--- config.mk ---
export PLATFORM = sky130hd
export DESIGN_NAME = if_fetch_stage
export DESIGN_NICKNAME = d
export VERILOG_FILES = /design/src/rtl/if_fetch_stage.sv
export SDC_FILE = /design/constraint.sdc
export NUM_CORES = 1
export LEC_CHECK = 0
export CAP_MARGIN = 10
export CORE_UTILIZATION = 54
export CTS_BUF_LIST = sky130_fd_sc_hd__clkbuf_8 sky130_fd_sc_hd__clkbuf_16
export DETAILED_ROUTE_END_ITERATION = 10
export GPL_TIMING_DRIVEN = 0
export PLACE_DENSITY_LB_ADDON = 0.1
export SLEW_MARGIN = 20
export SYNTH_ARGS = -nofsm -noshare
export SYNTH_HDL_FRONTEND = slang
export SYNTH_SLANG_ARGS = --single-unit
--- constraint.sdc ---
create_clock -name clk -period 5.4 [get_ports clk]
set_clock_uncertainty 0.15 [all_clocks]
set_input_delay 1.62 -clock clk [delete_from_list [all_inputs] [get_ports clk]]
set_output_delay 1.62 -clock clk [all_outputs]
set_load 0.01 [all_outputs]
--- src/rtl/if_fetch_stage.sv ---
// Instruction-fetch stage: PC register, IMEM request handshake with skid buffer
// for responses that land during a stall, stale-response discard after redirects, and the IF/ID register.
module if_fetch_stage #(
  parameter logic [31:0] RESET_PC  = 32'h0000_0000,
  parameter logic [31:0] NOP_INSTR = 32'h0000_0013,
  parameter int          CNT_W     = 32
) (
  input  logic             clk,
  input  logic             rstn,
  input  logic             PC_stall,
  input  logic             IFID_stall,
  input  logic             IFID_flush,
  input  logic             jump,
  input  logic [31:0]      npc,
  output logic             imem_req,
  output logic [31:0]      imem_addr,
  input  logic             imem_ready,
  input  logic [31:0]      imem_rdata,
  output logic [31:0]      pc,
  output logic [31:0]      IFID_pc,
  output logic [31:0]      IFID_inst,
  output logic             IFID_valid,
  output logic [CNT_W-1:0] stall_cnt,
  output logic [CNT_W-1:0] flush_cnt
);

  typedef enum logic [1:0] {
    S_FETCH = 2'd0,
    S_HOLD  = 2'd1,
    S_DROP  = 2'd2
  } state_t;

  localparam logic [CNT_W-1:0] CNT_MAX = {CNT_W{1'b1}};
  localparam logic [CNT_W-1:0] CNT_ONE = {{(CNT_W-1){1'b0}}, 1'b1};

  state_t      state_r, state_s;
  logic [31:0] pc_r, pc_s, addr_r, addr_s, skid_r, skid_s;
  logic [31:0] ifid_pc_r, ifid_pc_s, ifid_inst_r, ifid_inst_s;
  logic        ifid_valid_r, ifid_valid_s;
  logic        req_en_r;
  logic [CNT_W-1:0] stall_cnt_r, flush_cnt_r;
  logic        stall_s, redir_s, squash_s, ready_s;
  logic [31:0] pc_inc_s;

  assign stall_s  = PC_stall | IFID_stall;
  assign redir_s  = jump & ~stall_s;
  assign squash_s = IFID_flush & ~stall_s & ~jump;
  assign pc_inc_s = pc_r + 32'd4;
  // req_en_r keeps the request low for the first cycle after reset so a stale response is ignored
  assign imem_req = rstn & req_en_r & (state_r != S_HOLD);
  assign ready_s  = imem_ready & imem_req;

  assign pc         = pc_r;
  assign imem_addr  = addr_r;
  assign IFID_pc    = ifid_pc_r;
  assign IFID_inst  = ifid_inst_r;
  assign IFID_valid = ifid_valid_r;
  assign stall_cnt  = stall_cnt_r;
  assign flush_cnt  = flush_cnt_r;

  // Next-state, PC, skid buffer and IF/ID selection
  always_comb begin
    state_s      = state_r;
    pc_s         = pc_r;
    skid_s       = skid_r;
    ifid_pc_s    = ifid_pc_r;
    ifid_inst_s  = ifid_inst_r;
    ifid_valid_s = ifid_valid_r;
    case (state_r)
      S_FETCH: begin
        if (stall_s) begin
          if (ready_s) begin
            skid_s  = imem_rdata;
            state_s = S_HOLD;
          end else begin
            state_s = S_FETCH;
          end
        end else if (redir_s) begin
          ifid_inst_s  = NOP_INSTR;
          ifid_valid_s = 1'b0;
          pc_s         = npc;
          state_s      = ready_s ? S_FETCH : S_DROP;
        end else if (ready_s) begin
          pc_s         = pc_inc_s;
          ifid_pc_s    = squash_s ? ifid_pc_r : pc_r;
          ifid_inst_s  = squash_s ? NOP_INSTR : imem_rdata;
          ifid_valid_s = ~squash_s;
        end else begin
          ifid_inst_s  = NOP_INSTR;
          ifid_valid_s = 1'b0;
        end
      end
      S_HOLD: begin
        if (stall_s) begin
          state_s = S_HOLD;
        end else if (redir_s) begin
          ifid_inst_s  = NOP_INSTR;
          ifid_valid_s = 1'b0;
          pc_s         = npc;
          state_s      = S_FETCH;
        end else begin
          pc_s         = pc_inc_s;
          ifid_pc_s    = squash_s ? ifid_pc_r : pc_r;
          ifid_inst_s  = squash_s ? NOP_INSTR : skid_r;
          ifid_valid_s = ~squash_s;
          state_s      = S_FETCH;
        end
      end
      S_DROP: begin
        // The stale response is discarded even under stall; redirects only retarget pc
        state_s = ready_s ? S_FETCH : S_DROP;
        pc_s    = redir_s ? npc : pc_r;
        if (!stall_s) begin
          ifid_inst_s  = NOP_INSTR;
          ifid_valid_s = 1'b0;
        end else begin
          ifid_valid_s = ifid_valid_r;
        end
      end
      default: begin
        state_s = S_FETCH;
      end
    endcase
    addr_s = (state_s == S_DROP) ? addr_r : pc_s;
  end

  // State, PC, IF/ID and counter registers
  always_ff @(posedge clk) begin
    if (!rstn) begin
      state_r      <= S_FETCH;
      pc_r         <= RESET_PC;
      addr_r       <= RESET_PC;
      skid_r       <= 32'h0000_0000;
      ifid_pc_r    <= 32'h0000_0000;
      ifid_inst_r  <= NOP_INSTR;
      ifid_valid_r <= 1'b0;
      req_en_r     <= 1'b0;
      stall_cnt_r  <= {CNT_W{1'b0}};
      flush_cnt_r  <= {CNT_W{1'b0}};
    end else begin
      state_r      <= state_s;
      pc_r         <= pc_s;
      addr_r       <= addr_s;
      skid_r       <= skid_s;
      ifid_pc_r    <= ifid_pc_s;
      ifid_inst_r  <= ifid_inst_s;
      ifid_valid_r <= ifid_valid_s;
      req_en_r     <= 1'b1;
      if (stall_s && (stall_cnt_r != CNT_MAX)) begin
        stall_cnt_r <= stall_cnt_r + CNT_ONE;
      end
      if (redir_s && (flush_cnt_r != CNT_MAX)) begin
        flush_cnt_r <= flush_cnt_r + CNT_ONE;
      end
    end
  end

endmodule

# Word-level counts from Yosys, hierarchy flattened
# Cells that the tools add are included.
# W data, S select, Z words.
[classes]
mux = 37
bitwise = 10
reduce_logical = 8
n_eq_ne = 12
addsub = 3
[ops]
columns = ["operator", "count"]
rows = [
  ["$mux W32", 20],
  ["$pmux W32 S3", 2],
  ["$add A32 B1 Y32 const B", 2],
  ["$ne A32 B32 Y1 const B", 2],
  ["$pmux W32 S2", 1],
  ["$add A32 B3 Y32 const B", 1],
  ["$ne A2 B2 Y1 const B", 6],
  ["$mux W1", 9],
  ["$and A1 B1 Y1", 6],
  ["$mux W2", 3],
  ["$pmux W2 S3", 1],
  ["$reduce_and A6 Y1", 1],
  ["$eq A2 B2 Y1 const B", 2],
  ["$reduce_and A4 Y1", 1],
  ["$not A1 Y1", 3],
  ["$pmux W1 S3", 1],
  ["$reduce_and A3 Y1", 1],
  ["$reduce_bool A3 Y1", 1],
  ["$eq A2 B1 Y1 const B", 1],
  ["$logic_and A1 B1 Y1", 2],
  ["$logic_not A2 Y1", 1],
  ["$ne A2 B1 Y1 const B", 1],
  ["$reduce_bool A2 Y1", 1],
  ["$or A1 B1 Y1", 1],
]
[totals]
out_inout_bits = 194
register_bits = 228
in_bits = 71
wordCells = 80

# Logic depth before layout (Yosys ltp)
# Gate-level depths: netlist (run 1).
[depth]
ltp_word = 9
ltp_mapped = 10
depth_no_buf = 8

# Least setup slack after synthesis (run 1)
# No wires, ideal clock.
[synth_path]
kind = "input port to output port"
from = "input rstn"
to = "output imem_req"
setup_slack_ps = 1080
t_required_ps = 3630
cell_stages = 5
path_buffers = 3
t_arrival_ps = 2550
path_cell_list = "buf_2 -> clkbuf_1 -> clkbuf_1 -> nand2_1 -> nor2_1"
[synth_via]
elab_chain_len = 2
[synth_lines]
columns = ["item", "line_no", "text"]
rows = [
  ["start: declaration", "9", "input logic rstn,"],
  ["$and A1 B1 Y1 (2 in series)", "50", "assign imem_req = rstn & req_en_r & (state_r != S_HOLD);"],
  ["end: declaration", "15", "output logic imem_req,"],
]
# Every way passes these cells.

# Final worst setup path (run 1)
# Ends and elaborated chain as after synthesis.

==> flow_summary.json, run 1 <==
{
  "drv_cap": 0,
  "vias": 12400,
  "place_area_sq_um": 13900,
  "hp-class": "register to register",
  "critPathTopFamily": "buffers and inverters",
  "cts-resized-gates": 2,
  "multi_input_area_sq_um": 5850,
  "pin_count": 265,
  "cpPeakStageDelay_ns": 0.58,
  "coreArea_sq_um": 19600,
  "grt_pass1_vias": 11800,
  "wirelength_um": 43000,
  "seq_power_share": 0.420,
  "drcViolationCount": 0,
  "cp-end-kind": "output port",
  "cts_sinks": 228,
  "min_period_ns": 5.31,
  "synth_fp_nets": 1455,
  "crit_fanout": 17,
  "grtUsageTotal": 0.407,
  "fin_hold_ws_ns": 0.301,
  "gp_congestion": 1.01,
  "synthArstFlopShare": 0,
  "ff_latch_area_sq_um": 4560,
  "cts_setup_buffers": 0,
  "rsz0062_at_grt": "no",
  "path_class": "input port to output port",
  "nets": 1746,
  "insertion_delay_ns": 0.56,
  "p_comb_frac": 0.141,
  "initial_core_util": 0.556,
  "cp_cell_sequence": "clkdlybuf4s50_1 > clkbuf_4 > clkbuf_4 > nand2_1 > nor2_1 > clkdlybuf4s50_1",
  "diodes": 0,
  "chipHeight_um": 144,
  "worstPathRequired_ns": 3.63,
  "dp_hpwl_um": 30700,
  "ant_nets": 0,
  "setup_viol": 0,
  "slew_viol_final": 0,
  "mostFrequentLayoutCell": "clkdlybuf4s50_1",
  "path_buf_inv": 4,
  "tightest_slew_ns": 1.01,
  "grt_start_max_net_pins": 18,
  "slowest_stage": "clkdlybuf4s50_1",
  "setup_tns_ns": 0,
  "p_leak_nw": 5.00,
  "start_kind": "input port",
  "clk_pin_slew_ns": 0.06,
  "status": "finished, final reports clean",
  "numCtsBuffers": 25,
  "std_cell_rows": 51,
  "p_clk_frac": 0.439,
  "clockBufferDepth": 3,
  "ir_worst_vdd_v": 0.000312,
  "area_growth_pct": 35.8,
  "switchingPower_mw": 1.14,
  "postSynthCellCount": 1376,
  "antenna_found_initial": 1,
  "yosysWarnings": 0,
  "powerDensity_nw_per_um2": 290,
  "synth_area_sq_um": 10900,
  "place_inst": 1906,
  "wl_per_cell_um": 22.0,
  "fin_area_sq_um": 14800,
  "clock.fmax_ghz": 0.188,
  "ys_seq_elements": 228,
  "numPortBuffers": 264,
  "synth-edff-count": 0,
  "avgSynthCellArea_sq_um": 7.91,
  "worstPathArrival_ns": 3.54,
  "firstDrtPassIters": 6,
  "stdcell_count": 1950,
  "vias_per_cell": 6.36,
  "dieWidth_um": 144,
  "seq_area_frac_synth": 0.419,
  "p_int_mw": 3.14,
  "drive_gt1_frac": 0.0499,
  "fill_cells": 1454,
  "fin_util": 0.755,
  "cts_tree": "yes",
  "drt_iter0_markers": 1119,
  "swShare": 0.267,
  "layout_common_cells": "clkdlybuf4s50_1, dfxtp_1, nand2_1, nor2_1, a21oi_1",
  "synth_top_flop_cell": "dfxtp_1",
  "period_share": 0.983,
  "cts-root-buf": "clkbuf_16",
  "ctsHoldBuffers": 0,
  "hold_viol_final": 0,
  "die-area_sq_um": 20700,
  "ys_types": 75,
  "relSlewSlack": 0.329,
  "grt_first_pass_wirelength_um": 64500,
  "overflow": 0,
  "h-tree-depth": 1
}
## stage by stage
stage / setup WS (ns) / power, mW
floorplan: 1.08 / 2.11
global placement: -0.583 / 2.41
detailed placement: -0.600 / 2.42
CTS: 0.0392 / 4.26
global route: 0.0513 / 4.39
finish: 0.0909 / 4.29
## sequential cells by signal (all words and copies together), names as in the netlist
name	flops
imem_addr	32
flush_cnt	32
state_r	2
skid_r	32
stall_cnt	32
req_en_r	1
IFID_valid	1
IFID_pc	32
IFID_inst	32
pc	32
## worst reg2reg max path, cell delays in order (launching register included)
cell and delay (ns):
dfxtp_1 0.37, ha_1 0.30, clkbuf_1 0.33, nor3_1 0.84
nand2_1 0.42, o41ai_1 0.69, nor2_1 0.11, nor2_1 0.12
## kinds of logic after synthesis
family          synth area share
simple gates               0.284
compound gates             0.199
flops                      0.419
buf+inv                   0.0441
xor+xnor                  0.0410
fa+ha+maj                0.00919
mux                      0.00379
## cell usage after synthesis, types with 5 or more instances
master | number | area, sq um
and3_1 | 18 | 113
or3_1 | 12 | 75.1
a221oi_1 | 34 | 298
xor2_1 | 5 | 43.8
o21ai_0 | 46 | 230
a21oi_1 | 113 | 566
nor3b_1 | 5 | 37.5
dfxtp_1 | 228 | 4560
and2_1 | 12 | 75.1
o21a_1 | 8 | 60.1
ha_1 | 8 | 100
clkbuf_1 | 83 | 312
a311oi_1 | 7 | 61.3
nand4_1 | 28 | 175
a32o_1 | 5 | 50.1
inv_1 | 20 | 75.1
buf_2 | 18 | 90.1
xnor2_1 | 46 | 403
a211oi_1 | 8 | 60.1
a31oi_1 | 15 | 93.8
nor3_1 | 71 | 355
and4_1 | 19 | 166
nand2_1 | 206 | 773
a41oi_1 | 5 | 43.8
o41ai_1 | 6 | 52.6
nand2b_1 | 8 | 50.1
nor2_1 | 162 | 608
o211ai_1 | 7 | 52.6
a32oi_1 | 5 | 43.8
nand3_1 | 50 | 250
o31ai_1 | 6 | 45.0
nor4_1 | 24 | 150
## power by group through the flow
stage	clock network, mW	logic (mW)	registers, mW
after floorplan	0	0.267	1.85
after global placement	0	0.574	1.83
after detailed placement	0	0.583	1.83
after CTS	1.88	0.589	1.80
after global routing	1.94	0.640	1.81
final	1.88	0.606	1.80
## path summary, 6_finish.rpt
check / from / endpoint / depth (start not counted) / slack [ns]
worst max-delay path: rstn / imem_req / 6 / 0.09
worst min-delay path: IFID_pc[27]$_SDFFE_PN0P_ / IFID_pc[27]$_SDFFE_PN0P_ / 2 / 0.30
worst max register to register: state_r[0]$_SDFF_PN0_ / imem_addr[30]$_SDFFE_PN0P_ / 7 / 2.02
worst min register to register: IFID_pc[27]$_SDFFE_PN0P_ / IFID_pc[27]$_SDFFE_PN0P_ / 2 / 0.30
## layout make-up
cell class                 instances  area share
clock buffer                      29      0.0460
timing repair buffer             265       0.179
clock inverter                    16      0.0151
tap                              265      0.0224
buffer                           101      0.0276
inverter                          20     0.00508
sequential                       228       0.309
multi-input combinational       1026       0.396
## routing by layer
metal	share of wire	global-route usage	wire, um
met1	0.37	0.486	15900
met2	0.45	0.655	19400
met3	0.12	0.114	5020
met4	0.062	0.239	2660
met5	0.00040	0	17
Note: power is estimated with default switching activity, not from simulation.
==> run 2, diff against run 1 <==
--- a/config.mk
+++ b/config.mk
@@ -10,8 +10,9 @@
 export CTS_BUF_LIST = sky130_fd_sc_hd__clkbuf_8 sky130_fd_sc_hd__clkbuf_16
 export DETAILED_ROUTE_END_ITERATION = 10
 export GPL_TIMING_DRIVEN = 0
-export PLACE_DENSITY_LB_ADDON = 0.1
+export PLACE_DENSITY_LB_ADDON = 0.15
 export SLEW_MARGIN = 20
 export SYNTH_ARGS = -nofsm -noshare
 export SYNTH_HDL_FRONTEND = slang
 export SYNTH_SLANG_ARGS = --single-unit
+export TNS_END_PERCENT = 100
==> run 2 against run 1 <==
  * Register-to-register slack is essentially flat
  * First-iteration DRC count increased by 7.1%
  * Cell count unchanged
  * Power about the same
  * Sequential share of layout area barely moved
  * Utilization is essentially flat
  * Clock power barely moved
  * Global-route usage is 0.41 points lower
  * Die area did not move
  * Critical path type unchanged
  * Largest power group unchanged
  * Highest routed layer is now met4
==> flow_summary.json, run 2 (synthesis gave the netlist of run 1 again) <==
{
  "status": "finished, final reports clean",
  "grt_start_max_net_pins": 18,
  "fin_hold_ws_ns": 0.304,
  "area_growth_pct": 35.8,
  "numCtsBuffers": 25,
  "worstPathArrival_ns": 3.56,
  "dieWidth_um": 144,
  "powerDensity_nw_per_um2": 290,
  "crit_fanout": 17,
  "path_class": "input port to output port",
  "pin_count": 265,
  "drive_gt1_frac": 0.0522,
  "drt_iter0_markers": 1199,
  "fin_area_sq_um": 14800,
  "hp-class": "register to register",
  "place_area_sq_um": 13900,
  "p_leak_nw": 4.98,
  "wirelength_um": 42800,
  "p_total_mw": 4.29,
  "drcViolationCount": 0,
  "grt_first_pass_wirelength_um": 64100,
  "wl_per_cell_um": 22.0,
  "pre_cts_slack_ns": -0.659,
  "worstPathRequired_ns": 3.63,
  "std_cell_rows": 51,
  "start_kind": "input port",
  "vias": 12500,
  "hold_viol_final": 0,
  "clock.fmax_ghz": 0.188,
  "chipHeight_um": 144,
  "cp-end-kind": "output port",
  "antenna_found_initial": 0,
  "grtUsageTotal": 0.403,
  "slew_viol_final": 0,
  "ant_nets": 0,
  "ir_worst_vdd_v": 0.000299,
  "firstDrtPassIters": 6,
  "clockBufferDepth": 3,
  "tightest_slew_ns": 1.04,
  "coreArea_sq_um": 19600,
  "cts-root-buf": "clkbuf_16",
  "insertion_delay_ns": 0.53,
  "overflow": 0,
  "grt_pass1_vias": 11700,
  "initial_core_util": 0.556,
  "vias_per_cell": 6.39,
  "nets": 1746,
  "drv_cap": 0,
  "die-area_sq_um": 20700,
  "dp_hpwl_um": 30700,
  "diodes": 0,
  "clk_pin_slew_ns": 0.06,
  "numPortBuffers": 264,
  "layout_common_cells": "clkdlybuf4s50_1, dfxtp_1, nand2_1, nor2_1, a21oi_1",
  "cts_tree": "yes",
  "mostFrequentLayoutCell": "clkdlybuf4s50_1",
  "postLayoutSetupSlackWorst_ns": 0.0730,
  "min_period_ns": 5.33,
  "h-tree-depth": 1,
  "rsz0062_at_grt": "no",
  "period_share": 0.986,
  "cts_sinks": 228,
  "setup_viol": 0,
  "relSlewSlack": 0.296,
  "gp_congestion": 1.01
}
[run 2: cell count changes in the layout (fill, tap and decap cells not counted), sizes merged]
cell	change
inv	-5
clkinv	+3
clkbuf	-1
clkinvlp	+3
[run 2: routing by layer]
metal | up-vias | share of wire | global-route usage
li1 | 5562 | - | -
met1 | 5888 | 0.38 | 0.497
met2 | 841 | 0.46 | 0.656
met3 | 172 | 0.11 | 0.0871
met4 | 0 | 0.055 | 0.217
met5 | - | 0 | 0
[run 2: worst max-delay path: stages]
cell and delay (ns):
clkdlybuf4s50_1 0.49, clkbuf_4 0.32, clkbuf_4 0.34, nand2_1 0.09, nor2_1 0.11, clkdlybuf4s50_1 0.58
[run 2: final timing paths]
path                        startpoint                         end  slack (ns)  depth (start not counted)
max                               rstn                    imem_req        0.07                          6
min          imem_addr[0]$_SDFFE_PN0P_   imem_addr[0]$_SDFFE_PN0P_        0.30                          2
max reg2reg      state_r[0]$_SDFF_PN0_  imem_addr[30]$_SDFFE_PN0P_        2.02                          7
min reg2reg  imem_addr[0]$_SDFFE_PN0P_   imem_addr[0]$_SDFFE_PN0P_        0.30                          2
[run 2: layout make-up]
type                    instances  area (sq um)
inverters                      20          75.1
well taps                     265           332
repair buffers                265          2650
clock buffers                  28           667
plain buffers                 101           408
clock inverters                17           244
flip-flops and latches        228          4560
multi-input cells            1026          5850
fillers                      1408          4800
[run 2: per-stage QoR]
step           cells  setup TNS, ns  utilization
5_1_grt         1950              0        0.755
4_1_cts         1950              0        0.755
6_report        1950              0        0.755
3_3_place_gp    1905         -0.562        0.708
2_1_floorplan   1376              0            -
3_5_place_dp    1906         -0.659        0.708
[run 2: timing repair]
item,4_1_cts,5_1_grt
buffers inserted,0,0
hold endpoints to repair,0,0
hold buffers,0,0
endpoints found under the setup margin,1,1
resized for setup,2,1
gates cloned,0,0
[run 2: power breakdown]
group	internal [mW]	total (mW)	switching (mW)	leakage, nW
Combinational	0.254	0.606	0.352	2.68
Sequential	1.75	1.80	0.0558	1.85
Clock	1.14	1.88	0.746	0.440
Total	3.14	4.29	1.15	4.98
==> variant 1: new RTL, settings of run 2 <==
Put one more register stage on the output `flush_cnt`, cleared by the reset. The value now appears one clock later. The other outputs are not delayed to match.
--- a/src/rtl/if_fetch_stage.sv
+++ b/src/rtl/if_fetch_stage.sv
@@ -56,7 +56,13 @@
   assign IFID_inst  = ifid_inst_r;
   assign IFID_valid = ifid_valid_r;
   assign stall_cnt  = stall_cnt_r;
-  assign flush_cnt  = flush_cnt_r;
+  always_ff @(posedge clk) begin
+    if (!rstn) begin
+      flush_cnt <= '0;
+    end else begin
+      flush_cnt <= flush_cnt_r;
+    end
+  end
 
   // Next-state, PC, skid buffer and IF/ID selection
   always_comb begin
Behaviour: not the same (a bounded check fails within 4 cycles, from zero or initial values and one cycle with rstn low).
==> variant 1 against run 2 <==
- area after synthesis increased by 9.1%
- wire length increased by 7.5%
- hold slack got worse by 0.00068 ns
- via count increased by 4.6%
- power increased by 6.2%
- non-clock buffer count decreased by 1
- count of clock-buffer cells in the layout increased by 6
- sequential share of layout area increased by 2.2 points
- highest routed layer unchanged
- synthesized cell count increased by 5.8%
- fmax increased by 1.3%
- worst setup slack improved by 0.070 ns
- design area increased by 6.3%
- sequential cell count increased by 32
==> variant 1: results (changes against run 2) <==
post-synthesis xor/xnor area fraction - 2.58% (-1.5 points)
Synth Instances - 1456 (+5.8%)
WL met1 - 17300 um (+7.6%)
Finished Cell Area - 15700 sq um (+6.3%)
flop-to-flop setup slack - 1.90 ns (-0.12 ns)
P per Cell Area - 290 nW/um^2 (-0.18%)
H-tree depth - 1 (unchanged)
measured slew at the worst slew-check pin - 1.03 ns (-0.0104 ns)
placed cell count - 1993 (+4.6%)
synth cell count leaders - dfxtp_1, nand2_1, nor2_1
status - finished clean
sequential-to-total area share from yosys stat - 43.8% (+1.9 points)
largest net degree at the start of global routing - 20 (+2)
area of placed instances - 14900 sq um (+7.0%)
nets@finish - 1824 (+4.5%)
worst vdd ir - 0.000244 V (-18%)
drt pass-1 iters - 9 (+3)
gr usage total - 39.9% (-0.43 points)
WP data arrival - 3.49 ns (-0.07 ns)
M3 GR Usage - 11.8% (+3.1 points)
port bufs - 262 (-0.76%)
Routed met3 length - 5900 um (+22%)
met2 wire length - 20800 um (+6.8%)
share of the synthesized area in the top cell type - 43.8% (+1.9 points)
mux cell area share after synthesis - 1.37% (+0.99 points)
grt met2 use - 63.1% (-2.5 points)
Synth Area in Compound Gates - 20.1% (+0.23 points)
layout cells sized above 1 - 5.56% (+0.33 points)
Placer Congestion - 1.07 (+5.9%)
Yosys cell types - 85 (+13%)
worst hold margin - 0.303 ns (-0.000678 ns)
Hold Path Origin - IFID_pc[10]$_SDFFE_PN0P_
worst r2r dst - IFID_pc[24]$_SDFFE_PN0P_
vias - 13000 (+4.6%)
Clock Latency Late Sink - 0.55 ns (+0.02 ns)
setup ws final - 0.143 ns (+0.0703 ns)
CTS buffer count - 26 (+4.0%)
Reg2Reg Depth - 9 (+2)
routed vias/inst - 6.39 (about the same)
Post-Route WL - 46000 um (+7.5%)
initial antenna violation count - 2 (+2)
Area contributors post-synth - dfxtp_1, nand2_1, a21oi_1
global-route wire length before repair - 68900 um (+7.4%)
initial DRC count - 1404 (+17%)
met1 Usage GRT - 50.2% (+0.43 points)
Placement Setup Slack - -0.978 ns (-0.319 ns)
crit path max fanout - 19 (+2)
Clk pwr share - 39.9% (-4.0 points)
vias in the first global route - 12200 (+4.4%)
hold-critical path endpoint - IFID_pc[10]$_SDFFE_PN0P_
number of fill cells - 1539 (+9.3%)
register share of total power - 45.4% (+3.4 points)
-- variant 1: changes by cell type after synthesis, moves of 9 or more --
cell,delta
clkbuf_1,-10
and2_1,+31
a21oi_1,+14
nand3_1,-11
dfxtp_1,+32
nor4_1,-9
xnor2_1,-20
-- variant 1: cell type report --
type                       instances  share of cell area, %
multi-input combinational       1066                   38.9
sequential                       260                   33.1
timing repair buffer             262                   16.7
clock buffer                      34                   4.91
buffer                           103                   3.01
tap                              275                   2.19
inverter                          26                  0.620
clock inverter                    13                  0.589
antenna                            2                 0.0318
-- variant 1: worst reg2reg max path: stages, from the launching register on --
cell and delay [ns]:
dfxtp_1 0.42, inv_1 0.09, ha_1 0.23, clkbuf_1 0.28
nor2_1 0.86, nor2_1 0.39, nand3_1 0.32, clkbuf_1 0.39
nand2_1 0.13, a21oi_1 0.16
-- variant 1: what timing repair did --
action                                 4_1_cts  5_1_grt
endpoints found under the hold margin        0        0
setup endpoints to repair                    1        1
gates resized for setup                      3        2
==> variant 2: new RTL, flow settings as in run 2 <==
Without the edit above. Set the parameter `CNT_W` to 64 (it was 32).
--- a/src/rtl/if_fetch_stage.sv
+++ b/src/rtl/if_fetch_stage.sv
@@ -3,7 +3,7 @@
 module if_fetch_stage #(
   parameter logic [31:0] RESET_PC  = 32'h0000_0000,
   parameter logic [31:0] NOP_INSTR = 32'h0000_0013,
-  parameter int          CNT_W     = 32
+  parameter int          CNT_W     = 64
 ) (
   input  logic             clk,
   input  logic             rstn,
Interface: changed (resized flush_cnt and stall_cnt); port bits go from 265 to 329. The function was not compared with the original's and may differ.
==> variant 2 against run 2 <==
- worst setup slack better by 0.073 ns
- synthesized cell count is 31% higher
- area after synthesis grew 30%
- wire length increased by 35%
- final cell count grew 29%
- design area is 28% higher
- sequential cell count rose by 64
- critical path type is now input pin to flip-flop
- power up 16%
==> variant 2: results (changes against run 2) <==
diodes inserted - 0 (unchanged)
global-route wire length before repair - 86700 um (+35%)
area of placed instances - 17900 sq um (+29%)
initial antenna violation count - 0 (unchanged)
Area contributors post-synth - dfxtp_1, nand2_1, a21oi_1
Worst path top cell family by delay - buffers and inverters
clock root buffer - clkbuf_16
CTS max path bufs - 3 (unchanged)
max incr delay on CP - 0.72 ns (+0.14 ns)
Logic pwr share - 12.4% (-1.7 points)
Placement Setup Slack - -1.27 ns (-0.611 ns)
Clock Latency Late Sink - 0.57 ns (+0.04 ns)
layout cells sized above 1 - 4.12% (-1.1 points)
worst vdd ir - 0.000269 V (-10%)
DR WL/cell - 23.0 um (+4.5%)
P_comb - 0.617 mW (+2%)
WP data arrival - 5.53 ns (+1.97 ns)
worst r2r dst - imem_addr[30]$_SDFFE_PN0P_
worst hold margin - 0.303 ns (-0.00110 ns)
Worst R2R Start - state_r[1]$_SDFF_PN0_
crit path max fanout - 10 (-7)
synth cell count leaders - dfxtp_1, nand2_1, a21oi_1
largest net degree at the start of global routing - 15 (-3)
Reg2Reg Depth - 10 (+3)
Worst setup endpoint - imem_addr[2]$_SDFFE_PN0P_
ys flop type - dfxtp_1
nets@finish - 2242 (+28%)
CTS buffer count - 31 (+24%)
Reg clk slew, reported paths - 0.06 ns (about the same)
gr usage total - 41.4% (+1.1 points)
vias in the first global route - 15300 (+31%)
Yosys cell types - 79 (+5.3%)
CP max-delay cell - buf_1
Max-slew headroom - 22.0% (-7.6 points)
P_int - 3.70 mW (+18%)
vias - 16600 (+33%)
post-DP HPWL - 41500 um (+35%)
Yosys Warn Count - 0 (unchanged)
Syn Nets - 1881 (+29%)
status - finished clean
start point of the critical path - jump
register share of total power - 45.3% (+3.3 points)
leak pwr - 6.20 nW (+25%)
initial DRC count - 1923 (+60%)
Achievable Freq - 190 MHz (+1.4%)
drt pass-1 iters - 9 (+3)
H-tree depth - 1 (unchanged)
Placer Congestion - 1.00 (-1.1%)
flop-to-flop setup slack - 1.77 ns (-0.25 ns)
FFs w/ async S/R, synth - 0% (unchanged)
Hold Crit Class - flip-flop to flip-flop
buffer count from post-CTS setup fixing - 0 (unchanged)
sequential-to-total area share from yosys stat - 41.2% (-0.72 points)
port bufs - 328 (+24%)
==> variant 2: cell types whose count changed after synthesis, sizes merged, moves of 30 or more <==
cell / run 2 / this run
dfxtp: 228 / 292
a21oi: 113 / 176
nand2: 206 / 269
or3: 12 / 61
o21ai: 50 / 94
nor2: 163 / 120
xnor2: 46 / 6
or4: 3 / 39
o31ai: 6 / 36
==> variant 2: worst min path at each step <==
stage	start	endpoint	depth (start not counted)
6_report	IFID_pc[11]$_SDFFE_PN0P_	IFID_pc[11]$_SDFFE_PN0P_	2
3_3_place_gp	skid_r[1]$_SDFFE_PN0P_	skid_r[1]$_SDFFE_PN0P_	2
3_5_place_dp	imem_addr[1]$_SDFFE_PN0P_	imem_addr[1]$_SDFFE_PN0P_	2
5_1_grt	IFID_pc[11]$_SDFFE_PN0P_	IFID_pc[11]$_SDFFE_PN0P_	2
4_1_cts	imem_addr[1]$_SDFFE_PN0P_	imem_addr[1]$_SDFFE_PN0P_	2
2_1_floorplan	skid_r[0]$_SDFFE_PN0P_	skid_r[0]$_SDFFE_PN0P_	2
==> variant 2: per-stage QoR <==
step / instances / setup TNS (ns)
after detailed placement: 2460 / -1.85
after global placement: 2460 / -1.52
after CTS: 2514 / 0
after global routing: 2514 / 0
final: 2514 / 0
after floorplan: 1802 / 0
==> variant 2: metal layers <==
layer	wire (um)	part of all wire, %	global-route usage (%)	vias up
li1	-	-	-	7405
met1	22100	38	54.1	7777
met2	26100	45	66.0	1231
met3	7030	12	8.81	206
met4	2490	4.3	17.6	0
met5	0	0	0	-
==> variant 2: kinds of logic (layout without fill, tap and decap cells) <==
family                   count (synthesis)  after routing  share of synthesized area, %
XOR/XNOR                                12             12                         0.741
flip-flops                             292            292                          41.2
AO/OA/AOI/OAI                          480            480                          21.6
adder cells (fa/ha/maj)                  8              8                         0.705
multiplexers                            18             18                          1.27
AND/OR/NAND/NOR                        838            838                          30.2
buffers and inverters                  154            536                          4.33
==> variant 2: worst register-to-register path, stage by stage, from the launching register on <==
cell and delay, ns:
dfxtp_1 0.36, inv_1 0.09, ha_1 0.23, clkbuf_1 0.35, nor2_1 0.17, clkbuf_1 0.35
o21ai_1 0.91, o21ai_0 0.21, and3_1 0.24, o41ai_1 0.36, and2_1 0.17
==> variant 2: what timing repair did <==
| action | 4_1_cts | 5_1_grt |
|---|---|---|
| endpoints found under the hold margin | 0 | 0 |
| setup endpoints to repair | 1 | 0 |
| resized for setup | 10 | 0 |
==> variant 2: final cells by class <==
type | count | area (sq um)
multi-input combinational | 1356 | 7740
fill | 1854 | 6550
sequential | 292 | 5850
timing repair buffer | 328 | 3280
clock buffer | 36 | 845
buffer | 132 | 562
tap | 330 | 413
clock inverter | 18 | 153
inverter | 22 | 82.6
